$ cat src/rtl/uart_pkg.sv
// Shared definitions for the host<->FPGA serial link: receiver states,
// command byte values and the default bit period for 100 MHz / 9600 baud.
package uart_pkg;

   localparam int unsigned CLKS_PER_BIT_DEFAULT = 10417;

   localparam logic [7:0] CMD_CAPTURE = 8'h43;
   localparam logic [7:0] CMD_NOP     = 8'h00;

   typedef enum logic [2:0] {
      WAIT_HIGH,
      IDLE,
      START,
      DATA,
      STOP
   } rx_state_t;

endpackage

$ cat src/rtl/sync_2ff.sv
// Two-flop synchroniser for asynchronous inputs, with a selectable value
// loaded on reset so an idle line does not look active while reset is held.
module sync_2ff #(
   parameter int unsigned     WIDTH     = 1,
   parameter logic [WIDTH-1:0] RESET_VAL = '1
) (
   input  logic             clk,
   input  logic             rst,
   input  logic [WIDTH-1:0] d,
   output logic [WIDTH-1:0] q
);

   logic [WIDTH-1:0] meta;

   // NOTE: sequential state uses <= so both stages sample the pre-edge values;
   // a blocking = here would collapse the chain into a single flop.
   always_ff @(posedge clk) begin
      if (rst) begin
         meta <= RESET_VAL;
         q    <= RESET_VAL;
      end else begin
         meta <= d;
         q    <= meta;
      end
   end

endmodule

$ cat src/rtl/uart_cmd_rx.sv
// 8N1 UART receiver for host commands: presents each good byte with a strobe
// and pulses o_Frame_Request when the capture command byte arrives.
module uart_cmd_rx #(
   parameter int unsigned CLKS_PER_BIT = uart_pkg::CLKS_PER_BIT_DEFAULT,
   parameter logic [7:0]  CMD_CAPTURE  = uart_pkg::CMD_CAPTURE
) (
   input  logic       Clk,
   input  logic       Rst,
   input  logic       i_Rx,
   output logic [7:0] o_Data,
   output logic       o_Valid,
   output logic       o_Frame_Request,
   output logic       o_Frame_Err,
   output logic       o_Busy
);

   import uart_pkg::*;

   localparam int unsigned CNT_W = $clog2(CLKS_PER_BIT);
   localparam logic [CNT_W-1:0] CNT_LAST = CNT_W'(CLKS_PER_BIT - 1);
   localparam logic [CNT_W-1:0] CNT_HALF = CNT_W'(CLKS_PER_BIT / 2 - 1);

   if (CLKS_PER_BIT < 8) begin : g_bad_clks_per_bit
      $error("uart_cmd_rx: CLKS_PER_BIT must be at least 8");
   end

   rx_state_t        state, state_next;
   logic [CNT_W-1:0] cnt, cnt_next;
   logic [2:0]       bit_idx, bit_idx_next;
   logic [7:0]       shift, shift_next;
   logic [7:0]       data_next;
   logic             valid_next;
   logic             frame_req_next;
   logic             frame_err_next;
   logic             rx_s;

   sync_2ff #(
      .WIDTH    (1),
      .RESET_VAL(1'b1)
   ) u_rx_sync (
      .clk(Clk),
      .rst(Rst),
      .d  (i_Rx),
      .q  (rx_s)
   );

   // NOTE: every signal written below gets a default first, so no path
   // through the case leaves one unassigned and no latch is inferred.
   always_comb begin
      state_next     = state;
      cnt_next       = cnt + 1'b1;
      bit_idx_next   = bit_idx;
      shift_next     = shift;
      data_next      = o_Data;
      valid_next     = 1'b0;
      frame_req_next = 1'b0;
      frame_err_next = 1'b0;

      case (state)
         WAIT_HIGH: begin
            cnt_next = '0;
            if (rx_s) state_next = IDLE;
         end
         IDLE: begin
            cnt_next = '0;
            if (!rx_s) state_next = START;
         end
         START: begin
            if (cnt == CNT_HALF) begin
               if (!rx_s) begin
                  state_next   = DATA;
                  bit_idx_next = 3'd0;
               end else begin
                  state_next = IDLE;
               end
            end
         end
         DATA: begin
            if (cnt == CNT_LAST) begin
               shift_next   = {rx_s, shift[7:1]};
               bit_idx_next = bit_idx + 3'd1;
               cnt_next     = '0;
               if (bit_idx == 3'd7) state_next = STOP;
            end
         end
         STOP: begin
            // Leaving at mid stop bit gives half a bit of margin for the next start edge.
            if (cnt == CNT_LAST) begin
               if (rx_s) begin
                  data_next      = shift;
                  valid_next     = 1'b1;
                  frame_req_next = (shift == CMD_CAPTURE);
                  state_next     = IDLE;
               end else begin
                  frame_err_next = 1'b1;
                  state_next     = WAIT_HIGH;
               end
            end
         end
         default: state_next = WAIT_HIGH;
      endcase

      if (state_next != state) cnt_next = '0;
   end

   always_ff @(posedge Clk) begin
      if (Rst) begin
         state           <= WAIT_HIGH;
         cnt             <= '0;
         bit_idx         <= 3'd0;
         shift           <= 8'h00;
         o_Data          <= 8'h00;
         o_Valid         <= 1'b0;
         o_Frame_Request <= 1'b0;
         o_Frame_Err     <= 1'b0;
      end else begin
         state           <= state_next;
         cnt             <= cnt_next;
         bit_idx         <= bit_idx_next;
         shift           <= shift_next;
         o_Data          <= data_next;
         o_Valid         <= valid_next;
         o_Frame_Request <= frame_req_next;
         o_Frame_Err     <= frame_err_next;
      end
   end

   assign o_Busy = (state != IDLE);

endmodule
$ cat config.mk
export PLATFORM = sky130hd
export DESIGN_NAME = uart_cmd_rx
export DESIGN_NICKNAME = d
export VERILOG_FILES = /design/src/rtl/uart_pkg.sv /design/src/rtl/sync_2ff.sv /design/src/rtl/uart_cmd_rx.sv
export SDC_FILE = /design/constraint.sdc
export NUM_CORES = 1
export LEC_CHECK = 0
export CORE_MARGIN = 8
export CORE_UTILIZATION = 40
export CTS_BUF_LIST = sky130_fd_sc_hd__clkbuf_8
export DETAILED_ROUTE_END_ITERATION = 6
export GPL_TIMING_DRIVEN = 0
export MAX_ROUTING_LAYER = met4
export PLACE_DENSITY = 0.65
export SYNTH_ARGS = -nofsm -noshare
export SYNTH_HDL_FRONTEND = slang
export SYNTH_HIERARCHICAL = 1
export SYNTH_SLANG_ARGS = --single-unit
$ cat constraint.sdc
create_clock -name Clk -period 2.4 [get_ports Clk]
set_clock_uncertainty 0.1 [all_clocks]
set_input_delay 0.24 -clock Clk [delete_from_list [all_inputs] [get_ports Clk]]
set_output_delay 0.24 -clock Clk [all_outputs]
set_load 0.02 [all_outputs]
==> results of run 1 <==
==> per-layer routing <==
layer	global-route usage [%]	wire length, um
met5	-	0
met2	16.30	1609
met4	4.239	58
met1	14.21	1817
met3	3.291	171
==> report_power, final <==
| part | total (uW) | switching, uW | internal (uW) | leakage (uW) |
|---|---|---|---|---|
| combinational | 77.6 | 44.0 | 33.7 | 0.000439 |
| clock | 503 | 238 | 265 | 0.0000549 |
| sequential | 687 | 2.87 | 684 | 0.000331 |
| total | 1270 | 285 | 983 | 0.000825 |
==> area by class of cell <==
type	count	area share (%)
Multi-Input combinational cell	149	44.02
Tap cell	54	3.032
Sequential cell	41	36.83
Inverter	7	1.179
Timing Repair Buffer	18	8.198
Buffer	9	2.021
Clock inverter	1	0.3930
Clock buffer	7	4.323
==> sequential cells by signal (all words and copies together) (netlist names), 3 cells and up <==
register and count:
shift 8, bit_idx 3, state 3, cnt 14
o_Data 8
==> per-stage QoR <==
| step | worst slack (ns) | area (um^2) | TNS, ns | util [%] | std cells |
|---|---|---|---|---|---|
| after floorplan | 0.3690 | 1862 | 0 | - | 206 |
| after global placement | 0.1083 | 2069 | 0 | 45.01 | 274 |
| after detailed placement | 0.1028 | 2069 | 0 | 45.01 | 274 |
| after CTS | 0.06766 | 2175 | 0 | 47.29 | 282 |
| after global routing | -0.01340 | 2228 | -0.02740 | 48.46 | 286 |
| final | 0.1381 | 2228 | 0 | 48.46 | 286 |
==> logic make-up (layout without fill, tap and decap cells) <==
kind of cell | count (synthesis) | count (layout) | share of synthesized area, %
compound gates | 27 | 27 | 11.02
mux | 9 | 9 | 4.839
simple gates | 96 | 96 | 27.42
buf+inv | 16 | 42 | 3.831
fa+ha+maj | 4 | 4 | 2.688
xor+xnor | 13 | 13 | 6.116
flops | 41 | 41 | 44.09
==> timing repair <==
action / CTS / global route
buffers inserted: 0 / 4
setup endpoints to repair: 0 / 7
gates resized for setup: 0 / 1
==> how the worst max path moves through the flow <==
stage,from,to,depth (start not counted)
2_1_floorplan,cnt[9]$_SDFF_PP0_,cnt[10]$_SDFF_PP0_,5
3_3_place_gp,cnt[9]$_SDFF_PP0_,cnt[3]$_SDFF_PP0_,5
3_5_place_dp,cnt[10]$_SDFF_PP0_,cnt[3]$_SDFF_PP0_,5
4_1_cts,cnt[10]$_SDFF_PP0_,cnt[12]$_SDFF_PP0_,5
5_1_grt,cnt[7]$_SDFF_PP0_,o_Data[3]$_SDFFE_PP0P_,8
6_report,cnt[10]$_SDFF_PP0_,o_Data[3]$_SDFFE_PP0P_,8
==> layout by cell type (no fill, tap or decap), types with 6 or more instances in the layout <==
cell type | Yosys | final
a21oi_1 | 13 | 13
and3_1 | 6 | 6
clkbuf_8 | 0 | 7
clkdlybuf4s50_1 | 0 | 14
dfxtp_1 | 41 | 41
inv_1 | 7 | 7
mux2i_1 | 9 | 9
nand2_1 | 30 | 30
nor2_1 | 26 | 26
nor3_1 | 10 | 10
xor2_1 | 8 | 8
==> critical path, stage by stage, from the launching register on <==
cell,delay (ns)
dfxtp_1,0.35
or4b_4,0.56
nor4_4,0.28
buf_4,0.19
buf_4,0.12
nand3_1,0.06
buf_2,0.24
mux2i_1,0.17
nor2_1,0.06
==> out/metrics.yaml, run 1 <==
cts:
  clockBufferDepth: 2
  htree_num_levels: 2
  cts_num_sinks: 41
  cts_hold_buf: 0
  clk_latency_ns: 0.29
  cts_tree: "yes"
  cts_inserted_buffers: 5
  cts.clk_slew.worst_paths_ns: 0.08
  cts_root_buffer: "clkbuf_8"
route:
  drc_errors: 0
  wire_per_inst_um: 12.79
  first_pass_iters: 4
  drt-initial-drc-count: 73
  via_per_inst: 5.143
  num_vias: 1471
  ant_nets: 0
  wl_um: 3657
logic_synthesis:
  synthArstFlopShare_pct: 0
  yosys.area.top_type_share_pct: 44.09
  synth-seq-cells: 41
  synth_cell_types: 41
  synth_area_leaders: "dfxtp_1, nand2_1, nor2_1"
  avgSynthCellArea_um2: 9.038
  yosysWarnings: 6
  netlist_area_mm2: 0.001862
  synth.most_common_cell: "dfxtp_1"
  synth_edf_count: 0
  synth_largest_area_cell: "dfxtp_1"
  ys_seq_area_share_pct: 44.09
  syn-instance-count: 206
  synthTopCellsByCount: "dfxtp_1, nand2_1, nor2_1"
  syn-num-nets: 213
  ys.flop_type: "dfxtp_1"
timing:
  period_minus_slack_ns: 2.262
  setup_violations: 0
  slew_headroom_pct: 63.16
  fin_hold_ws_ns: 0.3133
  fmaxAchievable_mhz: 442.1
  tightest_slew_ns: 0.5515
  slew_violations: 0
  hold_viol: 0
  period_share_pct: 94.24
run_status:
  status: "finished, final reports clean"
worst_setup_path:
  startpoint_type: "register"
  critical_path_class: "reg2reg"
  worstPathMaxFanout: 10
  cp.arrival_ns: 2.33
  critPathCaptureType: "register"
  worst_r2r_path_depth: 8
  ff2ff_setup_slack_ns: 0.14
  reg2reg_from: "cnt[10]$_SDFF_PP0_"
  r2r-end: "o_Data[3]$_SDFFE_PP0P_"
  crit_required_ns: 2.46
die:
  die_area_mm2: 0.007094
  start_util_pct: 40.49
  core_mm2: 0.004598
  rows: 25
  io_pins: 15
  die_h_um: 84.23
  dieWidth_um: 84.23
pwr:
  ir_drop_uv: 254.3
  total_power_uw: 1267
  power_density_mw_per_mm2: 568.8
  p_leak_uw: 0.0008248
final_layout:
  fillCellCount: 437
  seq_area_um2: 820.8
  n_antenna_cell: 0
  layout.nets: 238
  multi_input_area_um2: 980.9
  syn2layout_area_growth_pct: 19.69
  drive_gt1_share_pct: 10.34
grt:
  grt_overflow: 0
  grt_pass1_wl_um: 6520
  antenna_found_initial: 0
  grt_usage_pct: 11.19
  first_global_vias: 1374
  grt_max_degree: 14
placement:
  dp_hpwl_um: 2586
  place.gp.congestion: 0.8285
  numPortBuffers: 14
worst_hold_path:
  hold_end: "u_rx_sync/q$_SDFF_PP1_"
  hp-start: "u_rx_sync/meta$_SDFF_PP1_"
  holdCritPathClass: "reg2reg"
  whs_path_depth: 1
flow_run:
  cap_violations: 0
(Power assumes the default switching activity.)
==> run 2, diff against run 1 <==
--- a/config.mk
+++ b/config.mk
@@ -12,6 +12,7 @@
 export GPL_TIMING_DRIVEN = 0
 export MAX_ROUTING_LAYER = met4
 export PLACE_DENSITY = 0.65
+export SKIP_LAST_GASP = 1
 export SYNTH_ARGS = -nofsm -noshare
 export SYNTH_HDL_FRONTEND = slang
 export SYNTH_HIERARCHICAL = 1
==> out/metrics.yaml, run 2 (same netlist as run 1, synthesis figures left out) <==
run_status:
  status: "finished, final reports clean"
timing:
  period_share_pct: 95.14  # +0.90 points
  tightest_slew_ns: 0.4945  # -0.05696 ns
  rsz0062_at_grt: "true"
  period_minus_slack_ns: 2.283  # +0.02149 ns
  slew_violations: 0  # unchanged
  slew_headroom_pct: 66.78  # +3.6 points
  fmaxAchievable_mhz: 438.0  # -0.94%
  fin_hold_ws_ns: 0.3131  # -0.0001550 ns
  hold_viol: 0  # unchanged
  setup_violations: 0  # unchanged
route:
  first_pass_iters: 4  # unchanged
  wire_per_inst_um: 12.63  # -1.3%
  drc_errors: 0  # unchanged
  via_per_inst: 5.175  # +0.61%
  num_vias: 1480  # +0.61%
  ant_nets: 0  # unchanged
  wl_um: 3611  # -1.3%
  drt-initial-drc-count: 62  # -15%
final_layout:
  drive_gt1_share_pct: 10.34  # unchanged
  layout.nets: 238  # unchanged
  top_register: "cnt"
  top_regs: "cnt x14, o_Data x8, shift x8"
  design_area_mm2: 0.002217  # -0.51%
  n_antenna_cell: 0  # unchanged
  largest_register_ffs: 14  # unchanged
  syn2layout_area_growth_pct: 19.09
  seq_area_um2: 820.8  # unchanged
  multi_input_area_um2: 969.7  # -1.1%
  mostFrequentLayoutCells: "dfxtp_1, nand2_1, nor2_1, clkdlybuf4s50_1, a21oi_1"
  fillCellCount: 438  # +0.23%
  instances_no_fill: 286  # unchanged
  final_common_cell: "dfxtp_1"
die:
  core_mm2: 0.004598  # unchanged
  rows: 25  # unchanged
  start_util_pct: 40.49  # unchanged
  die_h_um: 84.23  # unchanged
  dieWidth_um: 84.23  # unchanged
  die_area_mm2: 0.007094  # unchanged
  io_pins: 15  # unchanged
worst_setup_path:
  worst_r2r_path_depth: 7  # -1
  startpoint_type: "register"
  critical_path_class: "reg2reg"
  path_cells: "or4b_4 -> nor4_4 -> buf_4 -> buf_4 -> a2bb2oi_2 -> a31o_2 -> nor2_1"
  ff2ff_setup_slack_ns: 0.12  # -0.02 ns
  critPathCaptureType: "register"
  reg2reg_from: "cnt[10]$_SDFF_PP0_"
  cp.arrival_ns: 2.37  # +0.04 ns
  critPathMaxStageDelay_ns: 0.56  # about the same
  r2r-end: "cnt[7]$_SDFF_PP0_"
  crit_required_ns: 2.49  # +0.03 ns
  worstPathMaxFanout: 7  # -3
  worst_path_max_delay_cell: "or4b_4"
  cp_common_cell: "buf_4"
pwr:
  power_density_mw_per_mm2: 570.3  # +0.27%
  p_leak_uw: 0.0008207  # -0.49%
  ir_drop_uv: 254.1  # about the same
  total_power_uw: 1264  # -0.24%
worst_hold_path:
  holdCritPathClass: "reg2reg"
  hp-start: "u_rx_sync/meta$_SDFF_PP1_"
  hold_end: "u_rx_sync/q$_SDFF_PP1_"
  whs_path_depth: 1  # unchanged
cts:
  cts_num_sinks: 41  # unchanged
  cts.clk_slew.worst_paths_ns: 0.08  # about the same
  cts_resized: 0  # unchanged
  clockBufferDepth: 2  # unchanged
  cts_tree: "yes"
  cts_inserted_buffers: 5  # unchanged
  cts_root_buffer: "clkbuf_8"
  htree_num_levels: 2  # unchanged
  clk_latency_ns: 0.29  # about the same
placement:
  place_inst: 274  # unchanged
  numPortBuffers: 14  # unchanged
  placed_area_mm2: 0.002069  # unchanged
  place.gp.congestion: 0.8285  # unchanged
  dp_hpwl_um: 2586  # unchanged
grt:
  grt_pass1_wl_um: 6520  # unchanged
  grt_overflow: 0  # unchanged
  grt_usage_pct: 11.19  # unchanged
  antenna_found_initial: 0  # unchanged
  first_global_vias: 1374  # unchanged
  grt_max_degree: 14  # unchanged
flow_run:
  cap_violations: 0  # unchanged
-- run 2: cell types whose count changed in the layout (fill, tap and decap cells not counted) --
cell	before	now
a2bb2oi_2	0	1
a2bb2oi_4	1	0
-- run 2: how the worst max path moves through the flow --
stage,start,endpoint,slack [ns],cells past startpoint
floorplan,cnt[9]$_SDFF_PP0_,cnt[10]$_SDFF_PP0_,0.37,5
global placement,cnt[9]$_SDFF_PP0_,cnt[3]$_SDFF_PP0_,0.11,5
detailed placement,cnt[10]$_SDFF_PP0_,cnt[3]$_SDFF_PP0_,0.10,5
CTS,cnt[10]$_SDFF_PP0_,cnt[12]$_SDFF_PP0_,0.07,5
global route,cnt[7]$_SDFF_PP0_,cnt[7]$_SDFF_PP0_,-0.03,7
finish,cnt[10]$_SDFF_PP0_,cnt[7]$_SDFF_PP0_,0.12,7
-- run 2: repair_timing --
| item | 4_1_cts | 5_1_grt |
|---|---|---|
| endpoints found under the setup margin | 0 | 7 |
| hold buffers | 0 | 0 |
| setup buffers | 0 | 4 |
-- run 2: layout make-up --
cell class                      instances  share of cell area (%)
Clock buffer                            7                   4.345
Clock inverter                          1                  0.3950
Tap cell                               54                   3.047
Timing Repair Buffer                   18                   8.239
Buffer                                  9                   2.032
Sequential cell                        41                   37.02
Multi-Input combinational cell        149                   43.74
Inverter                                7                   1.185
-- run 2: stage by stage --
stage / setup WS (ns) / util (%) / setup TNS, ns
after floorplan: 0.3690 / - / 0
after global placement: 0.1083 / 45.01 / 0
after detailed placement: 0.1028 / 45.01 / 0
after CTS: 0.06766 / 47.29 / 0
after global routing: -0.02937 / 48.22 / -0.08644
final: 0.1167 / 48.22 / 0
-- run 2: where the power goes --
part	leakage [uW]	switching (uW)	internal (uW)
Combinational	0.000435	42.8	33.0
Clock	0.0000549	237	265
Sequential	0.000331	2.89	684
Total	0.000821	282	982
-- run 2: metal layers --
metal,wire [um],GRT usage (%)
met1,1793,14.21
met2,1566,16.30
met3,193,3.291
met4,58,4.239
met5,0,-
-- run 2: worst max-delay path: cells and delay by family (launching register included) --
kind                   cells  cell delay, ns
AOI/OAI and AO/OA          2            0.53
buffers and inverters      2            0.31
DFF                        1            0.35
and+or+nand+nor            3            0.89
